## config.mk

```make
export PLATFORM = sky130hd
export DESIGN_NAME = amp_protect_monitor
export DESIGN_NICKNAME = d
export VERILOG_FILES = /design/src/rtl/amp_pkg.sv /design/src/rtl/prot_tick_gen.sv /design/src/rtl/amp_protect_monitor.sv
export SDC_FILE = /design/constraint.sdc
export NUM_CORES = 1
export LEC_CHECK = 0
export CORE_ASPECT_RATIO = 1.75
export CORE_MARGIN = 2
export CORE_UTILIZATION = 60
export DETAILED_ROUTE_END_ITERATION = 16
export GPL_ROUTABILITY_DRIVEN = 1
export PLACE_DENSITY = 0.81
export SYNTH_ARGS = -nofsm -noshare
export SYNTH_HDL_FRONTEND = slang
export SYNTH_SLANG_ARGS = --single-unit
export TNS_END_PERCENT = 1
```

## constraint.sdc

```tcl
create_clock -name clk -period 9.3 [get_ports clk]
set_clock_uncertainty 0.15 [all_clocks]
set_input_delay 2.325 -clock clk [delete_from_list [all_inputs] [get_ports clk]]
set_output_delay 2.325 -clock clk [all_outputs]
set_load 0.05 [all_outputs]
```

## src/rtl/amp_pkg.sv

```systemverilog
// Shared encodings and helpers for the amplifier protection monitor.
package amp_pkg;

  typedef enum logic [1:0] {
    ST_STARTUP  = 2'd0,
    ST_RUN      = 2'd1,
    ST_COOLDOWN = 2'd2,
    ST_LOCKOUT  = 2'd3
  } amp_state_e;

  localparam logic [1:0] FC_NONE = 2'd0;
  localparam logic [1:0] FC_OC   = 2'd1;
  localparam logic [1:0] FC_OV   = 2'd2;
  localparam logic [1:0] FC_UV   = 2'd3;

  localparam int ADC_MAX = 1023;

  // Saturate a signed ADC word into the 10-bit code range.
  function automatic logic [9:0] clamp10(input logic signed [31:0] x);
    logic [9:0] r;
    if (x < 0) begin
      r = '0;
    end else if (x > ADC_MAX) begin
      r = 10'(ADC_MAX);
    end else begin
      r = x[9:0];
    end
    return r;
  endfunction

endpackage

```

## src/rtl/prot_tick_gen.sv

```systemverilog
// Evaluation tick divider: one-cycle tick every SAMPLE_DIV clocks.
module prot_tick_gen #(
  parameter int unsigned SAMPLE_DIV = 30
) (
  input  logic clk_i,
  input  logic rst_ni,
  output logic tick_o
);

  localparam int unsigned CntW = (SAMPLE_DIV > 1) ? $clog2(SAMPLE_DIV) : 1;
  localparam logic [CntW-1:0] CntLast = CntW'(SAMPLE_DIV - 1);

  logic [CntW-1:0] cnt_q, cnt_d;

  assign tick_o = (cnt_q == CntLast);

  always_comb begin
    cnt_d = tick_o ? '0 : cnt_q + 1'b1;
  end

  always_ff @(posedge clk_i or negedge rst_ni) begin
    if (!rst_ni) begin
      cnt_q <= '0;
    end else begin
      cnt_q <= cnt_d;
    end
  end

endmodule

```

## src/rtl/amp_protect_monitor.sv

```systemverilog
// Clamps ADC voltage/current words, computes power and gates the power stage
// through a startup / run / cooldown / lockout protection FSM.
module amp_protect_monitor
  import amp_pkg::*;
#(
  parameter int unsigned SAMPLE_DIV    = 30,
  parameter int unsigned OV_LIMIT      = 900,
  parameter int unsigned UV_LIMIT      = 200,
  parameter int unsigned OC_LIMIT      = 800,
  parameter int unsigned OV_COUNT      = 4,
  parameter int unsigned OC_COUNT      = 2,
  parameter int unsigned STARTUP_TICKS = 64,
  parameter int unsigned RETRY_TICKS   = 1024,
  parameter int unsigned MAX_RETRY     = 3
) (
  input  logic        clk,
  input  logic        rst_n,
  input  logic [31:0] adc_v,
  input  logic [31:0] adc_a,
  input  logic        clr_fault,
  output logic        amp_en,
  output logic        fault,
  output logic [1:0]  fault_code,
  output logic [1:0]  state,
  output logic [19:0] power
);

  localparam logic [9:0]  OvLimW    = 10'(OV_LIMIT);
  localparam logic [9:0]  UvLimW    = 10'(UV_LIMIT);
  localparam logic [9:0]  OcLimW    = 10'(OC_LIMIT);
  localparam logic [7:0]  OvCntW    = 8'(OV_COUNT);
  localparam logic [7:0]  OcCntW    = 8'(OC_COUNT);
  localparam logic [7:0]  MaxRetryW = 8'(MAX_RETRY);
  localparam logic [15:0] StartupW  = 16'(STARTUP_TICKS);
  localparam logic [15:0] RetryW    = 16'(RETRY_TICKS);

  logic tick;

  prot_tick_gen #(
    .SAMPLE_DIV(SAMPLE_DIV)
  ) u_tick_gen (
    .clk_i (clk),
    .rst_ni(rst_n),
    .tick_o(tick)
  );

  amp_state_e  state_q, state_d;
  logic        amp_en_q, amp_en_d;
  logic        fault_q, fault_d;
  logic [1:0]  fc_q, fc_d;
  logic [19:0] power_q, power_d;
  logic [9:0]  v_c_q, v_c_d;
  logic [9:0]  a_c_q, a_c_d;
  logic [15:0] startup_q, startup_d;
  logic [7:0]  oc_run_q, oc_run_d;
  logic [7:0]  ov_run_q, ov_run_d;
  logic [7:0]  retry_q, retry_d;
  logic [15:0] cool_q, cool_d;
  logic [15:0] stable_q, stable_d;

  logic       oc, ov, uv, ok;
  logic [7:0] oc_run_nxt, ov_run_nxt;
  logic       oc_trip, ov_trip, trip;

  assign oc = (a_c_q > OcLimW);
  assign ov = (v_c_q > OvLimW);
  assign uv = (v_c_q < UvLimW);
  assign ok = !oc && !ov && !uv;

  // Saturating consecutive-tick run counters, valid only on tick cycles.
  assign oc_run_nxt = !oc ? '0 : (oc_run_q >= OcCntW) ? oc_run_q : oc_run_q + 8'd1;
  assign ov_run_nxt = !ov ? '0 : (ov_run_q >= OvCntW) ? ov_run_q : ov_run_q + 8'd1;
  assign oc_trip    = (oc_run_nxt >= OcCntW);
  assign ov_trip    = (ov_run_nxt >= OvCntW);
  assign trip       = oc_trip || ov_trip || uv;

  always_comb begin
    state_d   = state_q;
    amp_en_d  = amp_en_q;
    fault_d   = fault_q;
    fc_d      = fc_q;
    power_d   = power_q;
    startup_d = startup_q;
    oc_run_d  = oc_run_q;
    ov_run_d  = ov_run_q;
    retry_d   = retry_q;
    cool_d    = cool_q;
    stable_d  = stable_q;
    v_c_d     = clamp10(adc_v);
    a_c_d     = clamp10(adc_a);

    if (tick) begin
      power_d  = 20'(v_c_q) * 20'(a_c_q);
      oc_run_d = oc_run_nxt;
      ov_run_d = ov_run_nxt;

      unique case (state_q)
        ST_STARTUP: begin
          if (ok) begin
            startup_d = startup_q + 16'd1;
            if (startup_d == StartupW) begin
              state_d   = ST_RUN;
              amp_en_d  = 1'b1;
              startup_d = '0;
              stable_d  = '0;
            end
          end else begin
            startup_d = '0;
          end
        end
        ST_RUN: begin
          if (trip) begin
            amp_en_d = 1'b0;
            fault_d  = 1'b1;
            fc_d     = oc_trip ? FC_OC : (ov_trip ? FC_OV : FC_UV);
            retry_d  = retry_q + 8'd1;
            state_d  = (retry_d <= MaxRetryW) ? ST_COOLDOWN : ST_LOCKOUT;
            cool_d   = '0;
            stable_d = '0;
          end else begin
            // A long clean run re-arms the auto-retry budget.
            stable_d = stable_q + 16'd1;
            if (stable_q == 16'hFFFF) begin
              retry_d = '0;
            end
          end
        end
        ST_COOLDOWN: begin
          cool_d = cool_q + 16'd1;
          if (cool_d == RetryW) begin
            state_d   = ST_STARTUP;
            fault_d   = 1'b0;
            fc_d      = FC_NONE;
            cool_d    = '0;
            startup_d = '0;
          end
        end
        ST_LOCKOUT: begin
        end
        default: begin
          state_d = ST_STARTUP;
        end
      endcase
    end

    // clr_fault acts on any cycle but only from the faulted states.
    if (clr_fault && (state_q == ST_COOLDOWN || state_q == ST_LOCKOUT)) begin
      state_d   = ST_STARTUP;
      amp_en_d  = 1'b0;
      fault_d   = 1'b0;
      fc_d      = FC_NONE;
      retry_d   = '0;
      startup_d = '0;
      oc_run_d  = '0;
      ov_run_d  = '0;
      cool_d    = '0;
      stable_d  = '0;
    end
  end

  always_ff @(posedge clk or negedge rst_n) begin
    if (!rst_n) begin
      state_q   <= ST_STARTUP;
      amp_en_q  <= 1'b0;
      fault_q   <= 1'b0;
      fc_q      <= FC_NONE;
      power_q   <= '0;
      v_c_q     <= '0;
      a_c_q     <= '0;
      startup_q <= '0;
      oc_run_q  <= '0;
      ov_run_q  <= '0;
      retry_q   <= '0;
      cool_q    <= '0;
      stable_q  <= '0;
    end else begin
      state_q   <= state_d;
      amp_en_q  <= amp_en_d;
      fault_q   <= fault_d;
      fc_q      <= fc_d;
      power_q   <= power_d;
      v_c_q     <= v_c_d;
      a_c_q     <= a_c_d;
      startup_q <= startup_d;
      oc_run_q  <= oc_run_d;
      ov_run_q  <= ov_run_d;
      retry_q   <= retry_d;
      cool_q    <= cool_d;
      stable_q  <= stable_d;
    end
  end

  assign amp_en     = amp_en_q;
  assign fault      = fault_q;
  assign fault_code = fc_q;
  assign state      = state_q;
  assign power      = power_q;

endmodule

```

# After elaboration in Yosys (flattened, before gate mapping)
# Cells that the tools add are included.
[word_totals]
ff_bits = 123
inputBits = 67
elab_cells = 129
out_inout_bits = 26
[classes]
n_eq_ne = 11
add_sub_neg = 7
muxes = 60
reduce_logical = 24
order_cmp = 12
multipliers = 1
[op_table]
columns = ["operator", "count"]
rows = [
  ["16-bit 2-to-1 mux", 14],
  ["8-bit 2-to-1 mux", 13],
  ["16-bit case mux with 2 select lines", 3],
  ["32-bit by 11-bit > comparator with 1-bit output, second input constant", 2],
  ["32-bit by 1-bit less-than comparator with 1-bit output, second input constant", 2],
  ["16-bit by 1-bit adder with 16-bit output, second input constant", 3],
  ["10-bit 2-to-1 mux", 4],
  ["8-bit by 1-bit adder with 8-bit output, second input constant", 3],
  ["10-bit > comparator, second input constant", 2],
  ["10-bit by 10-bit multiplier with 20-bit output", 1],
  ["2-bit 2-to-1 mux", 10],
  ["16-bit by 11-bit == test with 1-bit output, second input constant", 1],
  ["16-bit == test, second input constant", 1],
  ["16-bit by 7-bit == test with 1-bit output, second input constant", 1],
  ["8-bit by 2-bit greater-or-equal comparator with 1-bit output, second input constant", 2],
  ["8-bit by 3-bit greater-or-equal comparator with 1-bit output, second input constant", 2],
  ["3-bit nonzero test", 4],
  ["1-bit 2-to-1 mux", 11],
  ["10-bit by 8-bit less-than comparator with 1-bit output, second input constant", 1],
  ["3-bit != test, second input constant", 3],
  ["3-bit AND reduction", 3],
  ["8-bit by 2-bit <= comparator with 1-bit output, second input constant", 1],
  ["4-bit AND reduction", 2],
  ["2-bit case mux with 3 select lines", 1],
  ["16 further kinds", 25],
]

# Depth between registers and ports, before layout
[logic_depth]
depth_word = 10
mapped_depth = 20
mapped_depth_nobuf = 19

# Cells and area by module
# Synthesis repeated with hierarchy kept, for this count alone.
[unflattened]
cells_unflattened = 1088
area_unflattened_um2 = 9794.4
[by_module_without_submodules]
columns = ["mod", "n_inst", "seq_area_each_um2", "area_each_um2", "cells_per_inst"]
rows = [
  ["amp_protect_monitor", 1, 2952.8, 9550.4, 1068],
  ["prot_tick_gen", 1, 125.1, 244.0, 20],
]

# Worst setup path before layout
# Ideal clock, no wire load.
[synth_path]
path_type = "register to register"
from = "reg a_c_q[3]"
to = "reg power_q[18], in the netlist power[18]"
n_path_buf = 1
period_less_slack_ns = 5.558
setup_ns = 0.069
path_stages_with_launch = 21
t_required_ns = 9.081
path_slack_ns = 3.742
arrival_ns = 5.340
cell_sequence = "dfrtp_1 -> clkbuf_1 -> nand2_1 -> fa_1 -> inv_1 -> fa_1 -> inv_1 -> fa_1 -> inv_1 -> fa_1 -> inv_1 -> fa_1 -> inv_1 -> ha_1 -> or3_1 -> o21bai_1 -> a311oi_1 -> o21ai_0 -> and3_1 -> or4_1 -> nand3_1"
[synth_between]
elab_chain_len = 1
[synth_lines]
columns = ["item", "line", "text"]
rows = [
  ["from (decl)", "amp_protect_monitor.sv:53", "logic [9:0] a_c_q, a_c_d;"],
  ["from (signal assigned)", "amp_protect_monitor.sv:169", "a_c_q <= '0;"],
  ["from (signal assigned)", "amp_protect_monitor.sv:183", "a_c_q <= a_c_d;"],
  ["10-bit by 10-bit multiplier with 20-bit output", "amp_protect_monitor.sv:93", "power_d = 20'(v_c_q) * 20'(a_c_q);"],
  ["to (signal assigned)", "amp_protect_monitor.sv:181", "power_q <= power_d;"],
  ["to (decl)", "amp_protect_monitor.sv:51", "logic [19:0] power_q, power_d;"],
]
# No other way between the ends.
# A chain may end at the register's enable or synchronous reset.

# Final worst setup path
[layout_path]
from = "reg v_c_q[6]"
to = "reg power_q[18], in the netlist power[18]"
[layout_between]
elab_chain_len = 1
[layout_lines]
columns = ["item", "line", "text"]
rows = [
  ["from (decl)", "amp_protect_monitor.sv:52", "logic [9:0] v_c_q, v_c_d;"],
  ["from (signal assigned)", "amp_protect_monitor.sv:182", "v_c_q <= v_c_d;"],
  ["10-bit by 10-bit multiplier with 20-bit output", "amp_protect_monitor.sv:93", ""],
]
# No other way between the ends.

==> results.toml <==
[outcome]
status = "finished, final reports clean"

[floorplanning]
floorplan.initialDensity_pct = 61.2
die_h_um = 173
boundaryPins = 93
rows = 61
dieArea_um2 = 17400
die_w_um = 100
coreArea_um2 = 16000

[detailed_routing]
ant_nets = 0
wl_per_cell_um = 17.9
remaining_drc_errors = 0
postRouteWirelength_mm = 24.4
vias = 8292
viasPerCell = 6.09
dr.pass1.iters = 7
drt_iter0_drc = 396

[clocking]
htreeDepth = 4
clk_latency_ns = 0.42
cts_buffer_depth = 2
clkTransAtPathRegs_ns = 0.06
cts_sinks = 123
post_cts_buffers = 0
cts_tree = "built"
hold_buffers = 0
cts.repair.resized = 0
cts_buffers = 17
root_buffer = "clkbuf_16"

[sta]
slew_headroom_pct = 33.6
fmax_ghz = 0.167
rsz0062_at_grt = "no"
period_share_pct = 64.3
setup_viol = 0
worst_slew_pin_slew_ns = 0.988
report.final.slew_viol_count = 0
hold_violations = 0
post-route-min-period_ns = 5.98
fin_setup_tns_ns = 0

[synth]
synth_area_leaders = "dfrtp_1 32%, fa_1 13%, ha_1 8.5%"
synth_seq_area_share_pct = 31.5
synth_area_um2 = 9770
ys_types = 69
yosys_most_used_dff = "dfrtp_1"
avgSynthCellArea_um2 = 8.97
synth-edff-count = 0
synth_most_common_cell = "nand2_1"
ys_seq_elements = 123
yosys_warnings = 0
synth_cells = 1089
synth_nets = 1284
synth_top_cell_area_share_pct = 31.5
synth_top_area_cell = "dfrtp_1"
synth_commonest_cells = "125 x nand2_1, 123 x dfrtp_1, 103 x inv_1"
synthArstFlopShare_pct = 100

[place]
gp_congestion = 0.950
io_buffers = 92
placed_cell_area_um2 = 10800
place_hpwl_mm = 18.4

[global_route]
globalRoute.busiestLayer = "met2"
grt.met3_usage_pct = 3.64
use_met2_pct = 54.4
grt_pass1_wl_mm = 40.4
grt_max_degree = 76
grt_pass1_vias = 8511
antenna_found_initial = 0
use_met1_pct = 30.9
gr-usage-all-layers_pct = 29.2
grt_overflow = 0

[finish]
postLayoutCoreUtil_pct = 71.3
nets = 1354
fin_area_um2 = 11400
antennaDiodeCount = 0
area_growth_pct = 16.4
drive_gt1_share_pct = 4.95

[critical_path]
required_ns = 9.51
cp_top_family = "adder cells"
critPathMaxStageDelay_ns = 0.60
critical_path_peak_fanout = 13
path_cells = "nand2_1 -> fa_1 -> inv_1 -> fa_1 -> inv_1 -> fa_1 -> inv_1 -> fa_1 -> inv_1 -> fa_1 -> inv_1 -> ha_1 -> or3_1 -> o21bai_1 -> a311oi_1 -> o21ai_0 -> and3_1 -> or4_1 -> nand3_1"
arrival_ns = 6.19
end_kind = "flip-flop"
critPathBufInv = 5
startpoint_type = "flip-flop"
slowest_stage = "dfrtp_1"
critical_path_class = "reg -> reg"

[pwr]
p_per_area_nw_per_um2 = 216
ir_drop_mv = 0.189
leakagePower_nw = 5.26

[flow_run]
max-cap-violations = 0

[min_path]
hp-class = "reg -> reg"
cell families (layout without fill, tap and decap cells):
| group | count (synthesis) | in the layout | share of synthesized area (%) |
|---|---|---|---|
| AND/OR/NAND/NOR | 421 | 421 | 22.6 |
| AO/OA/AOI/OAI | 236 | 236 | 16.2 |
| adder cells (fa/ha/maj) | 128 | 128 | 21.2 |
| XOR/XNOR | 24 | 24 | 2.15 |
| buffers and inverters | 152 | 235 | 5.93 |
| multiplexers | 5 | 5 | 0.512 |
| flip-flops | 123 | 123 | 31.5 |
per-layer routing:
| layer | share of wire, % | routed length [µm] |
|---|---|---|
| met1 | 35 | 8500 |
| met2 | 57 | 14000 |
| met3 | 2.9 | 699 |
| met4 | 4.9 | 1190 |
| met5 | 0 | 0 |
worst paths after layout:
path,depth (start not counted),end,from,slack (ns)
worst max register to register,19,power[18]$_DFFE_PN0N_,v_c_q[6]$_DFF_PN0_,3.32
min in group asynchronous,1,startup_q[8]$_DFFE_PN0P_,rst_n,1.76
worst min register to register,2,power[0]$_DFFE_PN0N_,power[0]$_DFFE_PN0N_,0.31
worst max-delay path,19,power[18]$_DFFE_PN0N_,v_c_q[6]$_DFF_PN0_,3.32
worst min-delay path,2,power[0]$_DFFE_PN0N_,power[0]$_DFFE_PN0N_,0.31
max in group asynchronous,2,a_c_q[9]$_DFF_PN0_,rst_n,5.86
flip-flops by register name, indices dropped and copies added (netlist names):
name,flops
state,2
retry_q,8
ov_run_q,8
cool_q,16
oc_run_q,8
v_c_q,10
fault_code,2
fault,1
u_tick_gen.cnt_q,5
a_c_q,10
startup_q,16
stable_q,16
amp_en,1
power,20
power by group:
group,internal [mW],leakage (nW),switching (mW)
sequential,0.601,1.57,0.0714
combinational,0.466,3.41,0.667
clock,0.399,0.280,0.254
per-stage QoR:
step / hold slack (ns) / worst slack, ns / instances / power, mW
5_1_grt: 0.336 / 3.08 / 1361 / 2.63
2_1_floorplan: 0.294 / 3.74 / 1089 / 1.48
3_3_place_gp: 0.299 / 3.51 / 1329 / 1.79
6_report: 0.315 / 3.32 / 1361 / 2.46
3_5_place_dp: 0.307 / 3.43 / 1329 / 1.81
4_1_cts: 0.320 / 3.37 / 1361 / 2.47
area by class of cell:
| class | count | area [µm²] |
|---|---|---|
| repair buffers | 100 | 978 |
| inverters | 103 | 387 |
| well taps | 189 | 236 |
| clock inverters | 12 | 123 |
| clock buffers | 20 | 447 |
| fillers | 1230 | 4580 |
| multi-input cells | 814 | 6130 |
| flip-flops and latches | 123 | 3080 |
tightest hold or removal path, cell delays in order (launching register included):
cell and delay [ns]:
dfrtp_1 0.34, nand2_1 0.05, nand2_1 0.05
cell usage in the layout, fill, tap and decap left out, types with 6 or more instances in the layout:
master,Yosys,final
nand4_1,16,16
o21ai_0,66,65
a21o_1,6,6
o22ai_1,7,7
nor4_1,19,19
a211oi_1,13,13
xnor2_1,9,9
o21ai_1,8,9
and4_1,6,6
buf_4,0,9
clkinv_2,0,6
ha_1,66,66
o21a_1,8,8
clkbuf_16,0,17
xor2_1,15,15
nor3_1,17,17
dfrtp_1,123,123
nor2_1,61,61
clkdlybuf4s50_1,0,91
o31ai_1,39,39
nand3_1,37,37
nand2b_1,8,8
or3_1,9,9
a21oi_1,38,38
and2_1,81,81
and3_1,15,15
nand2_1,125,125
fa_1,62,62
inv_1,103,103
Power figures use the tool's default switching activity.
